--- src/rtl/fnd_timer_display.sv ---
// MM:SS timer display for a 4-digit common-anode FND: converts a seconds count with a
// subtract-only FSM and scans the digits, with a blinking colon and a FINISH flash.
module fnd_timer_display #(
    parameter int unsigned SEC_W     = 11,
    parameter int unsigned SCAN_DIV  = 100_000,
    parameter int unsigned BLINK_DIV = 50_000_000
) (
    input  logic             clk,
    input  logic             reset,
    input  logic [SEC_W-1:0] i_sec,
    input  logic             i_run,
    input  logic [3:0]       i_state,
    output logic [3:0]       o_fnd_com,
    output logic [7:0]       o_fnd_data
);

    localparam int unsigned SCAN_W  = (SCAN_DIV > 1) ? $clog2(SCAN_DIV) : 1;
    localparam int unsigned BLINK_W = (BLINK_DIV > 1) ? $clog2(BLINK_DIV) : 1;

    typedef enum logic [2:0] {StIdle, StDiv60, StDiv10M, StDiv10S, StLoad} conv_st_e;

    conv_st_e           r_conv_st, w_conv_st;
    logic [SEC_W-1:0]   r_cap, w_cap;
    logic [SEC_W-1:0]   r_rem, w_rem;
    logic [SEC_W-1:0]   r_min, w_min;
    logic [3:0]         r_min_t, w_min_t;
    logic [3:0]         r_sec_t, w_sec_t;
    logic               w_load;
    logic [3:0]         r_dig0, r_dig1, r_dig2, r_dig3;
    logic [SCAN_W-1:0]  r_scan_cnt;
    logic [1:0]         r_idx;
    logic [BLINK_W-1:0] r_blink_cnt;
    logic               r_blink_on, r_run_q, r_fin_q;
    logic               w_fin, w_run_mode, w_dp;
    logic [3:0]         w_digit, w_com;
    logic [7:0]         w_data;

    function automatic logic [7:0] seg7(input logic [3:0] d);
        case (d)
            4'd0:    seg7 = 8'hC0;
            4'd1:    seg7 = 8'hF9;
            4'd2:    seg7 = 8'hA4;
            4'd3:    seg7 = 8'hB0;
            4'd4:    seg7 = 8'h99;
            4'd5:    seg7 = 8'h92;
            4'd6:    seg7 = 8'h82;
            4'd7:    seg7 = 8'hF8;
            4'd8:    seg7 = 8'h80;
            4'd9:    seg7 = 8'h90;
            default: seg7 = 8'hFF;
        endcase
    endfunction

    // Conversion: one subtract per cycle, digits only published in StLoad.
    always_comb begin
        w_conv_st = r_conv_st;
        w_cap     = r_cap;
        w_rem     = r_rem;
        w_min     = r_min;
        w_min_t   = r_min_t;
        w_sec_t   = r_sec_t;
        w_load    = 1'b0;
        case (r_conv_st)
            StIdle: begin
                if (i_sec != r_cap) begin
                    w_cap     = i_sec;
                    w_rem     = i_sec;
                    w_min     = '0;
                    w_min_t   = '0;
                    w_sec_t   = '0;
                    w_conv_st = StDiv60;
                end
            end
            StDiv60: begin
                if (r_rem >= SEC_W'(60)) begin
                    w_rem = r_rem - SEC_W'(60);
                    w_min = r_min + SEC_W'(1);
                end else begin
                    w_conv_st = StDiv10M;
                end
            end
            StDiv10M: begin
                if (r_min >= SEC_W'(10)) begin
                    w_min   = r_min - SEC_W'(10);
                    w_min_t = r_min_t + 4'd1;
                end else begin
                    w_conv_st = StDiv10S;
                end
            end
            StDiv10S: begin
                if (r_rem >= SEC_W'(10)) begin
                    w_rem   = r_rem - SEC_W'(10);
                    w_sec_t = r_sec_t + 4'd1;
                end else begin
                    w_conv_st = StLoad;
                end
            end
            StLoad: begin
                w_load    = 1'b1;
                w_conv_st = StIdle;
            end
            default: w_conv_st = StIdle;
        endcase
    end

    always_ff @(posedge clk or posedge reset) begin
        if (reset) begin
            r_conv_st <= StIdle;
            r_cap     <= '0;
            r_rem     <= '0;
            r_min     <= '0;
            r_min_t   <= '0;
            r_sec_t   <= '0;
            r_dig0    <= '0;
            r_dig1    <= '0;
            r_dig2    <= '0;
            r_dig3    <= '0;
        end else begin
            r_conv_st <= w_conv_st;
            r_cap     <= w_cap;
            r_rem     <= w_rem;
            r_min     <= w_min;
            r_min_t   <= w_min_t;
            r_sec_t   <= w_sec_t;
            if (w_load) begin
                r_dig0 <= r_rem[3:0];
                r_dig1 <= r_sec_t;
                r_dig2 <= r_min[3:0];
                r_dig3 <= r_min_t;
            end
        end
    end

    always_ff @(posedge clk or posedge reset) begin
        if (reset) begin
            r_scan_cnt <= '0;
            r_idx      <= '0;
        end else if (r_scan_cnt == SCAN_W'(SCAN_DIV - 1)) begin
            r_scan_cnt <= '0;
            r_idx      <= r_idx + 2'd1;
        end else begin
            r_scan_cnt <= r_scan_cnt + SCAN_W'(1);
        end
    end

    // Blink phase restarts ON at run start and at FINISH entry.
    always_ff @(posedge clk or posedge reset) begin
        if (reset) begin
            r_blink_cnt <= '0;
            r_blink_on  <= 1'b1;
            r_run_q     <= 1'b0;
            r_fin_q     <= 1'b0;
        end else begin
            r_run_q <= i_run;
            r_fin_q <= w_fin;
            if ((i_run && !r_run_q) || (w_fin && !r_fin_q)) begin
                r_blink_cnt <= '0;
                r_blink_on  <= 1'b1;
            end else if (r_blink_cnt == BLINK_W'(BLINK_DIV - 1)) begin
                r_blink_cnt <= '0;
                r_blink_on  <= ~r_blink_on;
            end else begin
                r_blink_cnt <= r_blink_cnt + BLINK_W'(1);
            end
        end
    end

    always_comb begin
        w_fin      = 1'b0;
        w_run_mode = 1'b0;
        casez (i_state)
            4'b1???: w_fin      = 1'b1;
            4'b01??: w_run_mode = 1'b1;
            default: ;
        endcase
        w_dp = (w_run_mode && i_run) ? r_blink_on : 1'b1;
        case (r_idx)
            2'd0:    w_digit = r_dig0;
            2'd1:    w_digit = r_dig1;
            2'd2:    w_digit = r_dig2;
            default: w_digit = r_dig3;
        endcase
        w_data = seg7(w_digit);
        if (r_idx == 2'd3 && r_dig3 == 4'd0) begin
            w_data = 8'hFF;
        end
        if (r_idx == 2'd2 && w_dp) begin
            w_data[7] = 1'b0;
        end
        w_com = ~(4'b0001 << r_idx);
        if (w_fin && !r_blink_on) begin
            w_com  = 4'b1111;
            w_data = 8'hFF;
        end
    end

    always_ff @(posedge clk or posedge reset) begin
        if (reset) begin
            o_fnd_com  <= 4'b1111;
            o_fnd_data <= 8'hFF;
        end else begin
            o_fnd_com  <= w_com;
            o_fnd_data <= w_data;
        end
    end

endmodule

--- config.mk ---
export PLATFORM = sky130hd
export DESIGN_NAME = fnd_timer_display
export DESIGN_NICKNAME = d
export VERILOG_FILES = /design/src/rtl/fnd_timer_display.sv
export SDC_FILE = /design/constraint.sdc
export NUM_CORES = 1
export LEC_CHECK = 0
export ABC_AREA = 1
export BUFFER_PORTS_ARGS = -buffer_cell sky130_fd_sc_hd__buf_2
export CELL_PAD_IN_SITES_DETAIL_PLACEMENT = 1
export CELL_PAD_IN_SITES_GLOBAL_PLACEMENT = 1
export CORE_ASPECT_RATIO = 0.6
export CORE_MARGIN = 5
export CORE_UTILIZATION = 46
export CTS_CLUSTER_DIAMETER = 40
export CTS_CLUSTER_SIZE = 16
export DETAILED_ROUTE_END_ITERATION = 7
export PLACE_DENSITY_LB_ADDON = 0.1
export SYNTH_ARGS = -nofsm -noshare
export SYNTH_HDL_FRONTEND = slang
export SYNTH_SLANG_ARGS = --single-unit
export TNS_END_PERCENT = 30
--- constraint.sdc ---
create_clock -name clk -period 4.4 [get_ports clk]
set_input_delay 0.88 -clock clk [delete_from_list [all_inputs] [get_ports clk]]
set_output_delay 0.88 -clock clk [all_outputs]
set_load 0.005 [all_outputs]
Yosys cells after proc, flatten, opt, wreduce, memory -nomap -nowiden
Memory sizes are Yosys's and may differ from the RTL's.
Cells that the tools add are included.
- word-level logic and storage cells: 108
- memory bits (read-only): 112
- output and inout bits: 12
- memories kept: 1
- bits in registers: 120
- reduce and logical (&&, ||, !) cells: 24
- order comparisons: 3
- shifts and indexed selects: 1
- mux-type cells: 32
- add/sub/neg operators: 9
- equal/unequal tests: 18
- bitwise operators: 2
- memories (name ; words ; bits a word ; rd ports ; clocked after Yosys merged registers in ; write ports ; line ; source):
    (name not given) ; 16 ; 7 ; 1 ; 0 ; 0 ; 39 ; case (d)
- operator list (cell ; count):
    2-to-1 mux 11 bit ; 6
    case mux 11 bit (3 select lines) ; 2
    2-to-1 mux 26 bit ; 2
    adder 26 x 1 -> 26 bit, second input constant ; 1
    equality test 26 bit, second input constant ; 1
    >= comparator 11 x 4 -> 1 bit, second input constant ; 2
    subtractor 11 x 4 -> 11 bit, second input constant ; 2
    adder 17 x 1 -> 17 bit, second input constant ; 1
    equality test 17 bit, second input constant ; 1
    2-to-1 mux 17 bit ; 1
    2-to-1 mux 4 bit ; 4
    2-to-1 mux 8 bit ; 2
    case mux 4 bit (2 select lines) ; 2
    inequality test 2 bit, second input constant ; 7
    2-to-1 mux 3 bit ; 4
    case mux 3 bit (4 select lines) ; 1
    case mux 4 bit (3 select lines) ; 1
    AND reduction 4 bit ; 3
    adder 11 x 1 -> 11 bit, second input constant ; 1
    >= comparator 11 x 6 -> 1 bit, second input constant ; 1
    inequality test 11 bit ; 1
    subtractor 11 x 6 -> 11 bit, second input constant ; 1
    adder 4 x 1 -> 4 bit, second input constant ; 2
    2-to-1 mux 1 bit ; 7
    19 further kinds ; 33

Longest topological paths before layout
Gate-level depths: netlist of run 1.
- depth in word-level cells: 7
- mapped depth: 13

Worst setup path before layout of run 1
No wires, ideal clock.
- kind: input-to-reg
- start point: input i_sec[8]
- end point: register r_rem[1]
- data arrival time: 1.773 ns
- path slack: 2.507 ns
- required time: 4.281 ns
- stages on the path: 12
- buffers on the path: 1
- setup time: 0.119 ns
- cells stage by stage: inv_1 nand2_1 nand2_1 nor2_1 nand2_1 nor2_2 nand2_2 nand2_2 buf_6 nand2_4 nand2_1 o21ai_2
- cells in the longest elaborated chain, start to end: 3
- RTL lines (what ; line ; source):
    start, declared ; 10 ; input logic [SEC_W-1:0] i_sec,
    inequality test 11 bit ; 65 ; if (i_sec != r_cap) begin
    inequality test 2 bit (no line) ; -- ;
    AND reduction 4 bit (no line) ; -- ;
    end signal, assigned ; 121 ; r_rem <= w_rem;
    end, declared ; 24 ; logic [SEC_W-1:0] r_rem, w_rem;
No other way between the ends.
A chain may end at the register's enable or synchronous reset.

Worst setup path in the final report of run 1
- start point: register r_idx[0]
- end point: register o_fnd_data[3]
- cells in the longest elaborated chain, start to end: 5
- elaborated cells on any way between the ends: 9
- classes of those cells: eq/ne: 3; mux: 3; reduce/logical: 2; memory: 1
- RTL lines (what ; line ; source):
    start, declared ; 31 ; logic [1:0] r_idx;
    start signal, assigned ; 140 ; r_idx <= r_idx + 2'd1;
    equality test 2 bit, or another cell as far along ; 177 ; case (r_idx)
    case mux 4 bit (3 select lines) ; 177 ;
    memory (16 x 7 bit) ; -- ;
    2-to-1 mux 8 bit (*) ; 184 ; if (r_idx == 2'd3 && r_dig3 == 4'd0) begin
    2-to-1 mux 8 bit (*) ; 191 ; if (w_fin && !r_blink_on) begin
    named net w_data[3] ; 36 ; logic [7:0] w_data;
    end signal, assigned ; 203 ; o_fnd_data <= w_data;
    end, declared ; 14 ; output logic [7:0] o_fnd_data
Mark *: on every way through the listed nets, which the timed path passes. The rest lies on a longest branch.

==> results of run 1 <==
## per-stage QoR
stage               std cells  setup slack [ps]  area [um2]  hold slack (ps)
floorplan                 975               356        7300              433
global placement         1186              1920        7560              454
detailed placement       1186              1830        7560              473
CTS                      1218              2210        8090              477
global route             1218              1960        8090              493
finish                   1218              2210        8090              474
## cell usage in the layout (no fill, tap or decap), types with 12 or more instances in the layout
cell type	count
o21ai_0	52
buf_2	27
ha_1	19
nand4_1	42
dfstp_2	13
clkbuf_16	17
a21oi_1	16
nor2_2	12
inv_1	120
nor2_1	89
nor3_1	19
nand3_1	88
nand2_1	276
xor2_1	15
dfrtp_1	107
## cell families (layout without fill, tap and decap cells)
family,count (synthesis),count (layout),synth area share [%]
flops,120,120,41.4
compound gates,94,94,7.37
fa+ha+maj,19,19,3.26
mux,2,2,0.309
xor+xnor,19,19,2.28
buf+inv,150,190,8.79
simple gates,571,571,36.6
## registers in the layout, indices dropped and copies added (netlist names), 2 cells and up
register	cells
r_blink_cnt	26
r_scan_cnt	17
r_cap	11
r_min	11
r_rem	11
o_fnd_data	8
o_fnd_com	4
r_dig0	4
r_dig1	4
r_dig2	4
r_dig3	4
r_min_t	4
r_sec_t	4
r_conv_st	3
r_idx	2
## path summary, 6_finish.rpt
check | start | depth (start not counted) | slack, ps | end
max reg2reg | r_idx[0] | 10 | 2210 | o_fnd_data[3]
max | r_idx[0] | 10 | 2210 | o_fnd_data[3]
min | r_blink_on | 2 | 470 | r_blink_on
min in group asynchronous | reset | 2 | 560 | r_blink_cnt[22]
max in group asynchronous | reset | 3 | 2970 | o_fnd_data[6]
min reg2reg | r_blink_on | 2 | 470 | r_blink_on
## critical path, cell delays in order (launching register included)
cell and delay (ps):
dfrtp_1 380, inv_1 100, ha_1 270, a22o_1 230
o22ai_1 380, inv_1 160, ha_1 320, nand2_1 80
nand2_1 60, nand2_1 70, nand2_1 60
## per-layer routing
| metal | vias up | part of all wire (%) | GRT usage [%] |
|---|---|---|---|
| met5 | - | 0 | 0 |
| met3 | 20 | 4.1 | 4.77 |
| li1 | 3224 | - | - |
| met2 | 111 | 40 | 32.9 |
| met1 | 3184 | 55 | 36.1 |
| met4 | 0 | 1.0 | 5.09 |
## layout make-up
class | count | area [um2]
multi-input cells | 705 | 3640
inverters | 129 | 487
clock inverters | 9 | 52.6
fillers | 1992 | 7370
well taps | 203 | 254
clock buffers | 23 | 478
flip-flops and latches | 120 | 3020
repair buffers | 29 | 163
## power by group through the flow
| stage | Clock [uW] | Combinational, uW | Sequential [uW] |
|---|---|---|---|
| after floorplan | 0 | 1430 | 1560 |
| after global placement | 0 | 1690 | 1660 |
| after detailed placement | 0 | 1750 | 1670 |
| after CTS | 1300 | 1770 | 1660 |
| after global routing | 1350 | 2030 | 1710 |
| final | 1280 | 1770 | 1660 |
==> flow_metrics.py, run 1 <==
metrics = {
    "floorplan": {
        "die_x_um": 173,
        "core_um2": 15500,
        "die_h_um": 108,
        "die_area_um2": 18600,
        "pin_count": 30,
        "start_util_pct": 47.2,
        "num_rows": 35,
    },
    "drt": {
        "wl_per_cell_um": 16.7,
        "vias": 6539,
        "firstDrtPassIters": 4,
        "drtIter0Drc": 409,
        "wl_um": 20400,
        "detail-route-antenna-nets": 0,
        "drc": 0,
        "vias_per_cell": 5.37,
    },
    "place": {
        "hpwlAfterDp_um": 14800,
        "gp_routability_congestion": 0.873,
        "numPortBuffers": 27,
    },
    "cts": {
        "cts_tree": "yes",
        "cts_resized": 0,
        "cts_sinks": 120,
        "cts_buffer_depth": 2,
        "path_clk_slew_ps": 60,
        "postCtsSetupBuffers": 0,
        "htree_levels": 4,
        "insertion_delay_ps": 420,
        "root_buffer": "clkbuf_16",
        "cts_buffers": 17,
        "hold_buffers": 0,
    },
    "worst_setup_path": {
        "crit_arrival_ps": 2530,
        "cp.required_ps": 4740,
        "critical_path_class": "reg2reg",
        "cp_max_fo": 6,
        "end_kind": "flop",
        "cp-start-kind": "flop",
    },
    "pwr": {
        "power.switching_uw": 2010,
        "sequentialPowerShare_pct": 35.3,
        "p_int_uw": 2700,
        "ir_drop_mv": 0.341,
        "power_uw": 4710,
        "powerDensity_nw_per_um2": 582,
        "pwr-share-clk_pct": 27.1,
        "power_leakage_uw": 0.00394,
        "swShare_pct": 42.6,
        "combPwrFrac_pct": 37.6,
    },
    "synthesis": {
        "yosysTopAreaCellShare_pct": 36.7,
        "ys.warnings.count": 0,
        "async_reset_ff_share_pct": 100,
        "yosysSeqAreaShare_pct": 41.4,
        "yosys-top-cells-area": "dfrtp_1 37%, nand2_1 14%, inv_1 6.2%, nand3_1 6.0%, dfstp_2 4.7%",
        "synth_seq_cells": 120,
        "avgSynthCellArea_um2": 7.49,
        "netlist_area_um2": 7300,
        "synth_edf_count": 0,
        "syn-instance-count": 975,
        "ys.flop_type": "dfrtp_1",
        "synth_common_cells": "276 x nand2_1, 121 x inv_1, 107 x dfrtp_1, 89 x nor2_1, 88 x nand3_1",
        "synth_most_common_cell": "nand2_1",
        "ys_types": 49,
        "synth_nets": 1012,
        "yosys.area.top_type": "dfrtp_1",
    },
    "grt": {
        "antenna_found_initial": 0,
        "grt_usage_pct": 23.2,
        "grt_start_max_net_pins": 73,
        "grt_overflow_total": 0,
        "grt_pass1_vias": 6793,
        "grt_pass1_wl_um": 35500,
    },
    "min_path": {
        "hp-class": "reg2reg",
    },
    "sta": {
        "fmax_mhz": 457,
        "drv_slew": 0,
        "relSlewSlack_pct": 40.6,
        "setup-violations-final": 0,
        "period_share_pct": 49.7,
        "setup_tns_ps": 0,
        "rsz0062_at_grt": "no",
        "fin_worst_skew_ps": 7.98,
        "tightest_slew_ps": 888,
        "fin_crit_ps": 2190,
        "finalHoldViolCount": 0,
    },
    "cells_and_area": {
        "antenna_cells": 0,
        "final_util_pct": 52.3,
        "final_nets": 1039,
        "syn_to_final_growth_pct": 10.9,
        "final_layout_size_suffix_gt1_share_pct": 13.5,
    },
    "run_status": {
        "status": "completed",
    },
    "job": {
        "maxCapViolations": 0,
    },
}
Power figures use the tool's default switching activity.
==> inputs of run 2 (changes only) <==
Settings changed: CORE_UTILIZATION 46 to 42.
Clock period 4.4 ns to 1.86 ns, I/O delays scaled along.
==> run 2 against run 1 <==
Compared with the run above: global-route usage up 0.20 points; clock-buffer cell count unchanged; sequential power up 130%; worst hold slack worse by 380 ps; worst setup slack worse by 2100 ps; routed wire length up 14%; clock power rose to 2.7 times the previous value; die area up 8.8%; total power rose to 2.7 times the previous value; clock skew down 0.60 ps; critical path depth down 2; final area up 12%; largest cell class unchanged.
==> flow_metrics.py, run 2 (same netlist as run 1, synthesis figures left out) <==
metrics = {
    "cts": {
        "root_buffer": "clkbuf_16",
        "htree_levels": 4,
        "cts_sinks": 120,
        "cts_tree": "yes",
        "cts_buffer_depth": 2,
        "insertion_delay_ps": 430,
        "cts_buffers": 17,
        "path_clk_slew_ps": 60,
    },
    "sta": {
        "rsz0062_at_grt": "yes",
        "tightest_slew_ps": 524,
        "relSlewSlack_pct": 65.0,
        "setup-violations-final": 0,
        "drv_slew": 0,
        "fin_ws_ps": 80.4,
        "whs_ps": 96.5,
        "fmax_mhz": 562,
        "period_share_pct": 95.7,
        "fin_crit_ps": 1780,
        "fin_worst_skew_ps": 7.38,
        "setup_tns_ps": 0,
        "finalHoldViolCount": 0,
    },
    "worst_setup_path": {
        "crit_arrival_ps": 2090,
        "cp_max_fo": 4,
        "path_common_cell": "nand3_1",
        "critical_path_class": "reg2reg",
        "cp-start-kind": "flop",
        "path_cells": "nand2_1 -> inv_1 -> nand3_1 -> nor3_1 -> nand4_1 -> buf_4 -> nand3_1 -> nor2_1",
        "cp.required_ps": 2170,
        "crit_path_top_delay_cell": "dfrtp_1",
        "end_kind": "flop",
        "critPathMaxStageDelay_ps": 410,
    },
    "floorplan": {
        "die_x_um": 180,
        "core_um2": 17100,
        "num_rows": 37,
        "die_area_um2": 20200,
        "pin_count": 30,
        "start_util_pct": 42.7,
        "die_h_um": 112,
    },
    "cells_and_area": {
        "multi_input_area_um2": 3790,
        "fin_area_um2": 9100,
        "largest_register_ffs": 26,
        "regArea_um2": 3030,
        "antenna_cells": 0,
        "regMostFlops": "r_blink_cnt",
        "fillers": 2125,
        "final_nets": 1129,
        "mostFrequentLayoutCells": "271 x nand2_1, 114 x inv_1, 102 x dfrtp_1",
        "layout_commonest_cell": "nand2_1",
        "top_regs": "r_blink_cnt x26, r_scan_cnt x17",
        "syn_to_final_growth_pct": 24.7,
        "final_layout_size_suffix_gt1_share_pct": 23.4,
    },
    "pwr": {
        "power.switching_uw": 5190,
        "power_leakage_uw": 0.00446,
        "combPwrFrac_pct": 42.7,
        "powerDensity_nw_per_um2": 1410,
        "power_uw": 12800,
        "swShare_pct": 40.6,
        "p_int_uw": 7590,
        "ir_drop_mv": 0.817,
        "sequentialPowerShare_pct": 30.5,
        "pwr-share-clk_pct": 26.8,
    },
    "drt": {
        "drc": 0,
        "wl_um": 23200,
        "detail-route-antenna-nets": 0,
        "wl_per_cell_um": 17.3,
        "vias": 7013,
        "drtIter0Drc": 525,
        "firstDrtPassIters": 4,
        "vias_per_cell": 5.24,
    },
    "place": {
        "place_area_um2": 8240,
        "gp_routability_congestion": 0.849,
        "hpwlAfterDp_um": 17200,
        "dp_slack_ps": -57.0,
        "numPortBuffers": 27,
    },
    "grt": {
        "grt_start_max_net_pins": 27,
        "grt_usage_pct": 23.4,
        "grt_overflow_total": 0,
        "antenna_found_initial": 0,
        "grt_pass1_vias": 7289,
        "grt_pass1_wl_um": 38400,
    },
    "run_status": {
        "status": "completed",
    },
    "min_path": {
        "hp-class": "in2reg",
    },
    "job": {
        "maxCapViolations": 0,
    },
}
-- run 2: cell count changes in the layout (fill, tap and decap cells not counted), moves of 5 or more --
cell and delta:
buf_12 +6, buf_4 +82, dfrtp_1 -5, dfrtp_2 +5, ha_1 -6, inv_1 -6
inv_2 +5, nand2_1 -5, nor2_1 -6
-- run 2: power by group through the flow --
stage	clock network [uW]	logic (uW)	registers, uW
finish	3420	5460	3900
floorplan	0	3380	3690
global placement	0	4820	3870
global route	3630	6090	3980
CTS	3480	5060	3850
detailed placement	0	5000	3870
-- run 2: stage by stage --
stage	util, %	cells
global route	53.3	1339
finish	53.3	1339
detailed placement	48.2	1292
global placement	48.2	1292
CTS	51.8	1325
floorplan	-	975
-- run 2: final timing paths --
kind                                 start         endpoint  slack, ps  cells after the start
max                        r_blink_cnt[21]  r_blink_cnt[22]         80                      8
min                                  i_run          r_run_q        100                      1
max reg2reg                r_blink_cnt[21]  r_blink_cnt[22]         80                      8
min reg2reg                  r_scan_cnt[0]    r_scan_cnt[0]        470                      1
max in group asynchronous            reset    o_fnd_data[7]        710                      4
min in group asynchronous            reset         r_cap[0]        540                      3
-- run 2: critical path, delay by kind of cell, from the launching register on --
family | cells | cell delay (ps)
simple gates | 6 | 920
flops | 1 | 410
buf+inv | 2 | 330
-- run 2: cell type report --
type,instances,area share [%]
sequential,120,33.3
clock inverter,9,1.35
tap,234,3.22
clock buffer,23,5.14
multi-input combinational,706,41.7
inverter,129,5.39
timing repair buffer,118,9.98
-- run 2: metal layers --
metal	global-route usage (%)	share of wire, %
met3	4.89	4.8
met5	0	0
met4	6.34	0.94
met1	36.3	54
met2	33.0	41
-- run 2: timing repair --
item                                   in CTS  in global routing
resized for setup                           3                 44
hold buffers                                1                  0
cloned                                      0                  1
pin swaps                                   0                 11
buffers inserted                            0                 13
endpoints found under the hold margin      10                  0
setup endpoints to repair                   5                 50
